## config.mk

```make
export PLATFORM = sky130hd
export DESIGN_NAME = ccu_req_arbiter
export DESIGN_NICKNAME = d
export VERILOG_FILES = /design/src/rtl/ccu_req_arbiter.sv
export SDC_FILE = /design/constraint.sdc
export NUM_CORES = 1
export LEC_CHECK = 0
export ABC_AREA = 0
export BUFFER_PORTS_ARGS = -buffer_cell sky130_fd_sc_hd__clkbuf_2
export CORE_AREA = 4 4 397 399
export CTS_CLUSTER_DIAMETER = 80
export DETAILED_ROUTE_END_ITERATION = 10
export DIE_AREA = 0 0 401 403
export SYNTH_ARGS = -nofsm -noshare
export SYNTH_HDL_FRONTEND = slang
export SYNTH_SLANG_ARGS = --single-unit
```

## constraint.sdc

```tcl
create_clock -name clk_i -period 2.1 [get_ports clk_i]
set_input_delay 0.21 -clock clk_i [delete_from_list [all_inputs] [get_ports clk_i]]
set_output_delay 0.21 -clock clk_i [all_outputs]
set_load 0.01 [all_outputs]
```

## src/rtl/ccu_req_arbiter.sv

```systemverilog
// Round-robin lock arbiter in front of the single-transaction CCU FSM.
// Optional per-port grant counters are built when CCU_ARB_GNT_CNT_EN is defined.
package ccu_arb_pkg;
  typedef struct packed { logic [3:0] id; logic [31:0] addr; logic [7:0] len; } ax_chan_t;
  typedef struct packed { logic [31:0] data; logic last; } w_chan_t;
  typedef struct packed { logic [3:0] id; logic [1:0] resp; } b_chan_t;
  typedef struct packed { logic [3:0] id; logic [31:0] data; logic [1:0] resp; logic last; } r_chan_t;

  typedef struct packed {
    ax_chan_t aw; logic aw_valid;
    w_chan_t  w;  logic w_valid;
    logic     b_ready;
    ax_chan_t ar; logic ar_valid;
    logic     r_ready;
  } ace_req_t;

  typedef struct packed {
    logic    aw_ready; logic ar_ready; logic w_ready;
    b_chan_t b;        logic b_valid;
    r_chan_t r;        logic r_valid;
  } ace_resp_t;
endpackage

module ccu_req_arbiter #(
  parameter int unsigned NoSlvPorts = 4,
  parameter type mst_req_t  = ccu_arb_pkg::ace_req_t,
  parameter type mst_resp_t = ccu_arb_pkg::ace_resp_t,
  parameter int unsigned IdxW = (NoSlvPorts > 1) ? $clog2(NoSlvPorts) : 1
) (
  input  logic                          clk_i,
  input  logic                          rst_i,
  input  mst_req_t  [NoSlvPorts-1:0]    slv_req_i,
  output mst_resp_t [NoSlvPorts-1:0]    slv_resp_o,
  output mst_req_t                      mst_req_o,
  input  mst_resp_t                     mst_resp_i,
  output logic [IdxW-1:0]               gnt_idx_o,
  output logic                          busy_o,
  output logic [NoSlvPorts-1:0][31:0]   gnt_cnt_o
);

  typedef enum logic [2:0] { S_IDLE, S_AR, S_R, S_AW, S_W, S_B } state_e;

  state_e          state_q, state_d;
  logic [IdxW-1:0] gnt_q, gnt_d, rr_q, rr_d;
  logic [NoSlvPorts-1:0] req;
  logic [IdxW-1:0] win;
  logic            win_v;
  logic [31:0]     idx;

  always_comb begin
    for (int unsigned i = 0; i < NoSlvPorts; i++)
      req[i] = slv_req_i[i].ar_valid | slv_req_i[i].aw_valid;
  end

  // First requester at or after rr_q, wrapping modulo NoSlvPorts.
  always_comb begin
    win   = rr_q;
    win_v = 1'b0;
    idx   = '0;
    for (int unsigned k = 0; k < NoSlvPorts; k++) begin
      idx = (32'(rr_q) + k) % NoSlvPorts;
      if (!win_v && req[idx[IdxW-1:0]]) begin
        win_v = 1'b1;
        win   = idx[IdxW-1:0];
      end
    end
  end

  always_comb begin
    state_d    = state_q;
    gnt_d      = gnt_q;
    rr_d       = rr_q;
    mst_req_o  = '0;
    slv_resp_o = '0;
    unique case (state_q)
      S_IDLE: if (win_v) begin
        gnt_d   = win;
        rr_d    = (win == IdxW'(NoSlvPorts-1)) ? '0 : win + IdxW'(1);
        state_d = slv_req_i[win].ar_valid ? S_AR : S_AW;
      end
      S_AR: begin
        mst_req_o.ar               = slv_req_i[gnt_q].ar;
        mst_req_o.ar_valid         = slv_req_i[gnt_q].ar_valid;
        slv_resp_o[gnt_q].ar_ready = mst_resp_i.ar_ready;
        if (slv_req_i[gnt_q].ar_valid && mst_resp_i.ar_ready) state_d = S_R;
      end
      S_R: begin
        slv_resp_o[gnt_q].r       = mst_resp_i.r;
        slv_resp_o[gnt_q].r_valid = mst_resp_i.r_valid;
        mst_req_o.r_ready         = slv_req_i[gnt_q].r_ready;
        if (mst_resp_i.r_valid && slv_req_i[gnt_q].r_ready && mst_resp_i.r.last)
          state_d = S_IDLE;
      end
      S_AW: begin
        mst_req_o.aw               = slv_req_i[gnt_q].aw;
        mst_req_o.aw_valid         = slv_req_i[gnt_q].aw_valid;
        slv_resp_o[gnt_q].aw_ready = mst_resp_i.aw_ready;
        if (slv_req_i[gnt_q].aw_valid && mst_resp_i.aw_ready) state_d = S_W;
      end
      S_W: begin
        mst_req_o.w               = slv_req_i[gnt_q].w;
        mst_req_o.w_valid         = slv_req_i[gnt_q].w_valid;
        slv_resp_o[gnt_q].w_ready = mst_resp_i.w_ready;
        if (slv_req_i[gnt_q].w_valid && mst_resp_i.w_ready && slv_req_i[gnt_q].w.last)
          state_d = S_B;
      end
      S_B: begin
        slv_resp_o[gnt_q].b       = mst_resp_i.b;
        slv_resp_o[gnt_q].b_valid = mst_resp_i.b_valid;
        mst_req_o.b_ready         = slv_req_i[gnt_q].b_ready;
        if (mst_resp_i.b_valid && slv_req_i[gnt_q].b_ready) state_d = S_IDLE;
      end
      default: state_d = S_IDLE;
    endcase
  end

  always_ff @(posedge clk_i or posedge rst_i) begin
    if (rst_i) begin
      state_q <= S_IDLE;
      gnt_q   <= '0;
      rr_q    <= '0;
    end else begin
      state_q <= state_d;
      gnt_q   <= gnt_d;
      rr_q    <= rr_d;
    end
  end

  assign gnt_idx_o = gnt_q;
  assign busy_o    = (state_q != S_IDLE);

`ifdef CCU_ARB_GNT_CNT_EN
  logic [NoSlvPorts-1:0][31:0] cnt_q;

  always_ff @(posedge clk_i or posedge rst_i) begin
    if (rst_i) cnt_q <= '0;
    else if (state_q == S_IDLE && win_v && cnt_q[win] != 32'hFFFF_FFFF)
      cnt_q[win] <= cnt_q[win] + 32'd1;
  end

  assign gnt_cnt_o = cnt_q;
`else
  assign gnt_cnt_o = '0;
`endif

endmodule

```

---- Word level (Yosys, flattened, before mapping) ----
Cells that the tools add are included.
cells by class
  add/sub/neg operators ................... 4
  magnitude comparators ................... 7
  equality and inequality tests ........... 12
  mux-type cells .......................... 50
  bitwise operators ....................... 9
  reduce and logical (&&, ||, !) cells .... 18
operators with widths
  operator                                                    number
  bitwise AND 200 bit                                         5
  one-hot mux 200 bit (5 select lines)                        1
  demux 50 bit (select 2 bit)                                 7
  binary-select mux 126 bit (select 2 bit)                    2
  bitwise mux 200 bit                                         2
  2-to-1 mux 126 bit                                          1
  2-to-1 mux 45 bit                                           2
  2-to-1 mux 50 bit                                           1
  2-to-1 mux 49 bit                                           1
  2-to-1 mux 48 bit                                           1
  2-to-1 mux 47 bit                                           1
  2-to-1 mux 41 bit                                           1
  2-to-1 mux 40 bit                                           1
  2-to-1 mux 34 bit                                           1
  less-than comparator 2 x 3 -> 1 bit, second input constant  6
  2-to-1 mux 3 bit                                            6
  one-hot mux 3 bit (6 select lines)                          1
  2-to-1 mux 2 bit                                            6
  != test 2 bit, second input constant                        6
  logical AND 1 bit                                           11
  2-to-1 mux 1 bit                                            11
  binary-select mux 1 bit (select 2 bit)                      4
  == test 3 x 2 -> 1 bit, second input constant               2
  == test 3 bit, second input constant                        2
  11 further kinds                                            18
storage, ports and cells
  register bits after elaboration ......... 7
  bits of input ports ..................... 556
  output and inout port bits .............. 457
  logic and storage cells ................. 103

---- Depth between registers and ports, before layout ----
Gate-level depths: netlist of run 1.
  depth after elaboration ................. 18
  gate-level depth with buffers ........... 7

---- Least setup slack after synthesis of run 1 ----
Ideal clock, no wire load.
  path type ............................... reg-to-output
  from .................................... reg gnt_q[0], in the netlist gnt_idx_o[0]
  to ...................................... out mst_req_o[103] (netlist name)
  arrival ................................. 1.820 ns
  path slack .............................. 0.070 ns
  stages on the path, launching flop included .. 6
  cells stage by stage .................... dfrtp_1 -> buf_4 -> buf_2 -> buf_2 -> mux4_2 -> nor2b_1
RTL lines
  element                 line  text
  from (decl)             44    logic [IdxW-1:0] gnt_q, gnt_d, rr_q, rr_d;
  from (signal assigned)  124   gnt_q <= gnt_d;
  to (decl)               34    output mst_req_t mst_req_o,

==> results.toml, run 1 <==
[status]
outcome = "finished, violations left"
violations = "negative setup slack"

[clocking]
clockRootBuffer = "clkbuf_16"
insertion_delay_ns = 0.23
htreeDepth = 1
clk_pin_slew_worst_paths_ns = 0.04
cts_buffer_depth = 2
cts_tree = "done"
cts_buffers = 3
cts_sinks = 7

[synthesis]
async_reset_ff_share_pct = 100
yosysWarnings = 0
synth_ff_type = "dfrtp_1"
synth.avg_cell_area_sq_um = 9.17
syn_area_sq_um = 6740
synth_cells = 735
synth_top_area_cell = "mux4_2"
ys_seq_elements = 7
synth.distinct_cells = 41
synth_area_leaders = "mux4_2 (42%), and2_1 (17%), buf_4 (14%)"
yosys.area.top_type_share_pct = 42.1
yosysSeqAreaShare_pct = 2.60
synth_edf_count = 0

[route]
drtPass1Iterations = 5
avgViaCountPerCell = 2.84
drt_iter0_drc = 748
wire_per_inst_um = 26.6
num_vias = 10500
drc = 0
antenna_left = 0
routed_wl_um = 98500

[critical_path]
cp.buffers_inverters = 4
cp_top_family = "multiplexers"
max_stage_delay_ns = 0.65
crit_type = "flop to primary output"
worst_setup_path_end_kind = "primary output"
path_max_fanout = 7
start_kind = "flop"
crit_slowest_cell = "mux4_2"
worstPathCellList = "buf_12, buf_12, buf_16, mux4_2, nor2b_4, buf_6"
cp_common_cell = "buf_12"
critPathArrivalTime_ns = 2.12
crit_required_ns = 1.89

[timing]
fin_crit_ns = 2.33
max_freq_mhz = 429
setup_slack_ns = -0.230
tightest_slew_ns = 0.623
finalCritPeriodShare_pct = 111
rsz0062_at_grt = "true"
setup_viol = 245
slew_headroom_pct = 58.5
finClkSkew_ns = 0.00168
hold_violations = 0
hold_ws_ns = 0.426
slew_violations = 0

[floorplanning]
coreArea_sq_um = 154000
num_rows = 144
boundaryPins = 1013
initial_core_util_pct = 4.38
die_w_um = 401
die_area_sq_um = 162000
die_h_um = 403

[place]
pre_cts_slack_ns = -0.0527
place_inst = 3644
portBuffers = 884
place_hpwl_um = 91400
place_congestion = 1.07

[power]
ir_worst_vdd_uv = 866
p_leak_nw = 7.11
p_per_area_nw_per_um2 = 886

[grt]
antenna_found_initial = 139
grt_pass1_wl_um = 118000
grt-ovfl-total = 0
grt_usage_pct = 11.3
grt_max_degree = 46
first_global_vias = 9862

[run]
max_cap_violations = 0

[layout]
layout.nets = 2189
syn2layout_area_growth_pct = 122
fill_cells = 18000
register_area_sq_um = 184
final_cells = 3697
multi_input_area_sq_um = 6160
drive_gt1_share_pct = 71.3

[hold_path]
hp-class = "input port to flop"
[final cells by class]
cell class	count	area share, %
well taps	2044	17.1
diodes	21	0.352
flip-flops and latches	7	1.23
multi-input cells	653	41.2
repair buffers	960	39.3
clock buffers	4	0.528
inverters	8	0.201
[path summary, 6_finish.rpt]
| path | from | to | slack, ns | cells after the start |
|---|---|---|---|---|
| setup / recovery | gnt_idx_o[0] | mst_req_o[25] | -0.23 | 6 |
| hold / removal | mst_resp_i[48] | state_q[0] | 0.43 | 4 |
| setup reg to reg | gnt_idx_o[0] | state_q[1] | -0.09 | 8 |
| hold reg to reg | state_q[1] | state_q[0] | 0.65 | 2 |
| max in group asynchronous | rst_i | gnt_idx_o[1] | 1.34 | 3 |
| min in group asynchronous | rst_i | state_q[1] | 0.49 | 3 |
[stage by stage]
step | area, sq um | TNS [ns] | utilization (%) | total power, W
global route | 14900 | -37.14 | 9.69 | 0.0140
CTS | 14300 | -25.23 | 9.32 | 0.0125
detailed placement | 13600 | -0.0991 | 8.85 | 0.0109
finish | 14900 | -15.79 | 9.71 | 0.0132
global placement | 13600 | -0.0192 | 8.85 | 0.0107
floorplan | 7220 | 0 | - | 0.00612
[sequential cells by signal (all words and copies together) (netlist names)]
register   flops
rr_q           2
state_q        3
gnt_idx_o      2
[worst min-delay path: stages]
cell	delay (ns)
clkbuf_2	0.09
nand3b_1	0.09
a31oi_2	0.15
o31ai_4	0.07
[power breakdown]
group          internal [W]  total, W  leakage [nW]  switching (W)
combinational       0.00629    0.0126          7.00        0.00631
clock              0.000253  0.000326        0.0383      0.0000734
sequential         0.000218  0.000306        0.0796      0.0000874
[repair_timing]
| action | in CTS | in global routing |
|---|---|---|
| endpoints found under the setup margin | 308 | 318 |
| cloned | 3 | 3 |
| endpoints found under the hold margin | 7 | 0 |
| pin swaps | 1 | 4 |
| buffers inserted | 15 | 7 |
| hold buffers | 1 | 0 |
| resized for setup | 91 | 135 |
[per-layer routing]
metal,wire length [um],GRT usage (%)
met5,319,0
met4,2570,1.02
met2,43500,18.1
met3,11100,4.74
met1,41000,14.6
[cells by family (layout without fill, tap and decap cells)]
group	after synthesis	count (layout)	share of synthesized area, %
compound gates	23	23	2.47
xor+xnor	1	1	0.130
buf+inv	202	972	19.0
flops	7	7	2.60
mux	129	129	42.6
other cells	1	149	0.0556
simple gates	372	372	33.1
[cells in the final DEF (no fill, tap or decap), types with 2 or more instances in the layout]
cell | synthesis | layout
clkbuf_16 | 0 | 6
buf_4 | 129 | 38
nand2_1 | 11 | 9
nand3_1 | 4 | 3
diode_2 | 0 | 21
and2_4 | 0 | 7
dfrtp_1 | 7 | 4
o21ai_0 | 6 | 6
mux4_2 | 126 | 126
buf_6 | 2 | 31
nor2b_4 | 0 | 34
and3_4 | 0 | 6
conb_1 | 1 | 128
and3_1 | 35 | 29
o21ba_1 | 2 | 2
or2_1 | 2 | 2
nor2_2 | 0 | 3
nor3_4 | 0 | 2
nor3_1 | 8 | 6
dfrtp_4 | 0 | 2
clkbuf_2 | 0 | 833
and2_1 | 185 | 178
o221ai_1 | 2 | 2
nor2b_1 | 91 | 56
clkbuf_8 | 0 | 5
nand3b_1 | 2 | 2
buf_8 | 0 | 15
inv_1 | 7 | 5
buf_12 | 0 | 24
inv_2 | 1 | 3
nor2_1 | 26 | 22
nand2_4 | 0 | 2
a221oi_2 | 1 | 2
a21oi_1 | 4 | 4
buf_16 | 0 | 7
clkbuf_4 | 0 | 2
[cell usage after synthesis (all sizes together), types with 3 or more instances]
| cell type | n |
|---|---|
| a21oi | 5 |
| clkbuf | 39 |
| dfrtp | 7 |
| nand3 | 4 |
| o21ai | 6 |
| inv | 8 |
| and3 | 35 |
| nor2b | 91 |
| mux2 | 3 |
| or2 | 3 |
| nand2 | 12 |
| mux4 | 126 |
| nor2 | 26 |
| buf | 155 |
| and2 | 185 |
| nor3 | 8 |
No activity file was read; power rests on OpenSTA's default activity.
==> run 2: changes to the inputs <==
==> constraint.sdc (replaced) <==
create_clock -name clk_i -period 2.1 [get_ports clk_i]
set_input_delay 0.63 -clock clk_i [delete_from_list [all_inputs] [get_ports clk_i]]
set_output_delay 0.63 -clock clk_i [all_outputs]
set_load 0.01 [all_outputs]
==> results.toml, run 2 (same netlist as run 1, synthesis figures left out) <==
[status]
outcome = "finished, violations left"
violations = "negative setup slack"

[layout]
layout.nets = 2280
largest_register_ffs = 3
final_common_cell = "clkbuf_2"
final_cells = 3823
register_area_sq_um = 184
drive_gt1_share_pct = 83.5
multi_input_area_sq_um = 6950
syn2layout_area_growth_pct = 161
stdcell_area_sq_um = 17600
fill_cells = 17700
top_register = "state_q"
final_cell_mix = "clkbuf_2 (716), conb_1 (128), mux4_2 (126)"

[route]
num_vias = 11600
routed_wl_um = 125000
avgViaCountPerCell = 3.03
drt_iter0_drc = 1107
drc = 0
antenna_left = 0
wire_per_inst_um = 32.6
drtPass1Iterations = 7

[place]
portBuffers = 884
place_inst = 3696
postPlaceCellArea_sq_um = 15000
place_hpwl_um = 114000
place_congestion = 1.05

[clocking]
cts_hold_buf = 0
cts_tree = "done"
insertion_delay_ns = 0.23
cts_sinks = 7
cts_buffers = 3
clockRootBuffer = "clkbuf_16"
clk_pin_slew_worst_paths_ns = 0.04
htreeDepth = 1
cts_buffer_depth = 2

[timing]
max_freq_mhz = 368
setup_viol = 328
finClkSkew_ns = 0.000932
finalCritPeriodShare_pct = 129
slew_violations = 0
hold_violations = 0
rsz0062_at_grt = "true"
setup_slack_ns = -0.614
fin_crit_ns = 2.71

[critical_path]
r2r_end = "state_q[1]"
worstPathCellList = "buf_16, buf_4, mux4_2, and3_4, clkbuf_2"
crit_type = "flop to primary output"
reg2reg_slack_ns = -0.28
r2r_cells = 8
reg2reg_from = "gnt_idx_o[0]"
worst_setup_path_end_kind = "primary output"
crit_required_ns = 1.47
crit_slowest_cell = "mux4_2"
path_max_fanout = 14
start_kind = "flop"
max_stage_delay_ns = 0.60
critPathArrivalTime_ns = 2.08
cp_top_family = "multiplexers"
cp.buffers_inverters = 3

[power]
ir_worst_vdd_uv = 601
p_per_area_nw_per_um2 = 917
p_leak_nw = 8.21

[grt]
grt_usage_pct = 14.3
antenna_found_initial = 216
grt_pass1_wl_um = 144000
grt-ovfl-total = 0
first_global_vias = 10300
grt_max_degree = 40

[floorplanning]
die_area_sq_um = 162000
coreArea_sq_um = 154000
initial_core_util_pct = 4.38
boundaryPins = 1013
num_rows = 144
die_w_um = 401
die_h_um = 403

[hold_path]
hp-class = "input port to asynchronous set/reset pin"

[run]
max_cap_violations = 0
==> run 2: changes by cell type in the layout (fill, tap and decap cells not counted), moves of 15 or more <==
cell      before  now
and2_1       178   70
and2_4         7  115
and3_1        29    9
and3_4         6   26
buf_12        24   56
buf_2          1   38
buf_4         38   69
buf_6         31  119
clkbuf_2     833  716
diode_2       21   56
nor2_4         1   16
nor2b_1       56   22
nor2b_4       34   69
==> run 2: how the worst max path moves through the flow <==
| stage | start | endpoint | slack, ns | cells after the start |
|---|---|---|---|---|
| detailed placement | gnt_idx_o[0] | mst_req_o[24] | -0.43 | 6 |
| floorplan | gnt_idx_o[0] | mst_req_o[103] | -0.09 | 5 |
| CTS | gnt_idx_o[0] | mst_req_o[24] | -0.63 | 6 |
| global placement | gnt_idx_o[0] | mst_req_o[24] | -0.42 | 6 |
| global route | state_q[2] | slv_resp_o[170] | -0.64 | 9 |
| finish | gnt_idx_o[0] | mst_req_o[69] | -0.61 | 5 |
==> run 2: timing repair <==
item,CTS,global route
cloned,11,8
gates resized for setup,145,391
endpoints found under the setup margin,328,330
pin swaps,6,17
buffers inserted,31,32
==> run 2: final cells by class <==
class	instances	area share, %
Sequential cell	7	1.04
Clock buffer	4	0.447
Inverter	8	0.185
Tap cell	2044	14.5
Multi-Input combinational cell	653	39.4
Timing Repair Buffer	1051	43.6
Antenna cell	56	0.795
==> run 2: routing by layer <==
metal	track usage [%]	share of wire, %
met1	17.8	38
met2	22.1	44
met3	7.00	15
met4	2.78	2.6
met5	1.22	0.20
==> run 2: worst register-to-register path: cells and delay by family (launching register included) <==
family | cells | cell delay [ns]
muxes | 2 | 0.84
AOI/OAI and AO/OA | 2 | 0.24
buffers and inverters | 3 | 0.59
DFF | 1 | 0.46
and+or+nand+nor | 1 | 0.14
==> run 2: stage by stage <==
| stage | hold WS [ns] | utilization [%] | total power, W | TNS (ns) | setup WS [ns] |
|---|---|---|---|---|---|
| floorplan | 0.433 | - | 0.00769 | -12.61 | -0.0890 |
| global placement | 0.580 | 9.73 | 0.0132 | -60.81 | -0.418 |
| detailed placement | 0.581 | 9.73 | 0.0132 | -64.32 | -0.431 |
| CTS | 0.342 | 10.5 | 0.0150 | -163.18 | -0.634 |
| global route | 0.360 | 11.4 | 0.0170 | -178.43 | -0.643 |
| finish | 0.335 | 11.5 | 0.0162 | -160.56 | -0.614 |
==> run 2: report_power, final <==
group	total, W	internal [W]	switching (W)
Combinational	0.0155	0.00811	0.00741
Sequential	0.000312	0.000219	0.0000931
Clock	0.000323	0.000252	0.0000701
==> run 3: changes to the inputs <==
--- a/config.mk
+++ b/config.mk
@@ -11,6 +11,7 @@
 export CTS_CLUSTER_DIAMETER = 80
 export DETAILED_ROUTE_END_ITERATION = 10
 export DIE_AREA = 0 0 401 403
+export PLACE_DENSITY = 0.3
 export SYNTH_ARGS = -nofsm -noshare
 export SYNTH_HDL_FRONTEND = slang
 export SYNTH_SLANG_ARGS = --single-unit
==> results.toml, run 3 (same netlist as run 1, synthesis figures left out) <==
[layout]
final_common_cell = "clkbuf_2"
fill_cells = 17900
final_cell_mix = "clkbuf_2 (758), conb_1 (128), mux4_2 (126)"
largest_register_ffs = 3
syn2layout_area_growth_pct = 158
layout.nets = 2280
drive_gt1_share_pct = 81.1
top_register = "state_q"

[power]
p_int_w = 0.00879
power_frac_seq_pct = 2.2
clock_power_share_pct = 2.1
switchingPower_w = 0.00746
p_per_area_nw_per_um2 = 936
p_leak_nw = 8.14
power.total_w = 0.0163
p_sw_share_pct = 45.9
pwr-share-comb_pct = 95.8
ir_worst_vdd_uv = 357

[floorplanning]
die_h_um = 403
coreArea_sq_um = 154000
die_area_sq_um = 162000
die_w_um = 401
initial_core_util_pct = 4.38
num_rows = 144
boundaryPins = 1013

[timing]
setup_viol = 331
rsz0062_at_grt = "true"
setup_slack_ns = -0.578
finalCritPeriodShare_pct = 128
hold_violations = 0
slew_violations = 0
max_freq_mhz = 373
fin_setup_tns_ns = -151.08
fin_crit_ns = 2.68
finClkSkew_ns = 0.00276

[place]
place_congestion = 0.881
portBuffers = 884
place_hpwl_um = 89300

[grt]
grt-ovfl-total = 0
grt_max_degree = 41
grt_pass1_wl_um = 121000
first_global_vias = 10100
antenna_found_initial = 129
grt_usage_pct = 11.5

[critical_path]
crit_required_ns = 1.47
path_max_fanout = 7
critPathArrivalTime_ns = 2.05
start_kind = "flop"
r2r_cells = 9
worst_setup_path_end_kind = "primary output"
r2r_end = "state_q[1]"
reg2reg_from = "gnt_idx_o[0]"
crit_type = "flop to primary output"
reg2reg_slack_ns = -0.37

[route]
num_vias = 10400
avgViaCountPerCell = 2.75
routed_wl_um = 102000
drc = 0
wire_per_inst_um = 26.9
drtPass1Iterations = 5
drt_iter0_drc = 699
antenna_left = 0

[clocking]
cts_tree = "done"
insertion_delay_ns = 0.23
clk_pin_slew_worst_paths_ns = 0.04
cts_buffers = 3
clockRootBuffer = "clkbuf_16"
cts_sinks = 7
cts_buffer_depth = 2
htreeDepth = 1
cts_hold_buf = 0

[run]
max_cap_violations = 0

[status]
outcome = "finished, violations left"
violations = "negative setup slack"

[hold_path]
hp-class = "input port to asynchronous set/reset pin"
## run 3: changes by cell type in the layout (fill, tap and decap cells not counted), moves of 8 or more
cell	change
and2_1	+45
and2_4	-45
and3_1	-8
and3_4	+8
buf_2	-22
buf_6	-26
clkbuf_2	+42
diode_2	-35
nor2_1	+9
nor2_4	-10
## run 3: routing by layer
| layer | wire length (um) | GRT usage [%] |
|---|---|---|
| met1 | 40300 | 14.4 |
| met2 | 47700 | 19.1 |
| met3 | 12100 | 5.15 |
| met4 | 1590 | 0.733 |
| met5 | 227 | 0 |
## run 3: cell type report
cell class                 instances  area, sq um  area share (%)
clock buffer                       3         75.1           0.432
clock inverter                     1         5.00          0.0288
sequential                         7          184            1.06
multi-input combinational        653         6820            39.2
tap                             2044         2560            14.7
antenna                           21         52.6           0.303
timing repair buffer            1051         7650            44.0
inverter                           8         30.0           0.173
## run 3: worst max-delay path, stage by stage (launching register included)
cell     delay [ns]
dfrtp_4        0.52
buf_12         0.17
buf_12         0.13
buf_12         0.13
mux4_2         0.51
and3_4         0.21
buf_6          0.11
## run 3: how the worst max path moves through the flow
stage                       from        endpoint  slack, ns  depth (start not counted)
floorplan           gnt_idx_o[0]  mst_req_o[103]      -0.09                          5
global placement      state_q[2]  slv_resp_o[71]      -0.65                          6
detailed placement    state_q[2]  slv_resp_o[21]      -0.66                          6
CTS                 gnt_idx_o[0]   mst_req_o[74]      -0.61                          6
global route        gnt_idx_o[0]   mst_req_o[74]      -0.64                          6
finish              gnt_idx_o[0]   mst_req_o[77]      -0.58                          6
## run 3: power groups by stage
stage,clock (W),combinational (W),sequential (W)
final,0.000335,0.0156,0.000350
after global routing,0.000348,0.0166,0.000362
after CTS,0.000336,0.0150,0.000379
after detailed placement,0,0.0127,0.000338
after global placement,0,0.0128,0.000345
after floorplan,0,0.00743,0.000266
## run 3: stage by stage
| step | util (%) | hold slack [ns] | area, sq um | cells | setup WS, ns |
|---|---|---|---|---|---|
| floorplan | - | 0.433 | 8190 | 862 | -0.0890 |
| global placement | 9.77 | 0.623 | 15000 | 3715 | -0.654 |
| CTS | 10.7 | 0.363 | 16400 | 3749 | -0.610 |
| finish | 11.3 | 0.341 | 17400 | 3788 | -0.578 |
| global route | 11.3 | 0.379 | 17300 | 3770 | -0.637 |
| detailed placement | 9.77 | 0.608 | 15000 | 3715 | -0.661 |
## run 3: repair_timing
item / in CTS / in global routing
setup endpoints to repair: 329 / 331
resized for setup: 175 / 254
pin swaps: 30 / 18
cloned: 11 / 11
buffers inserted: 21 / 13
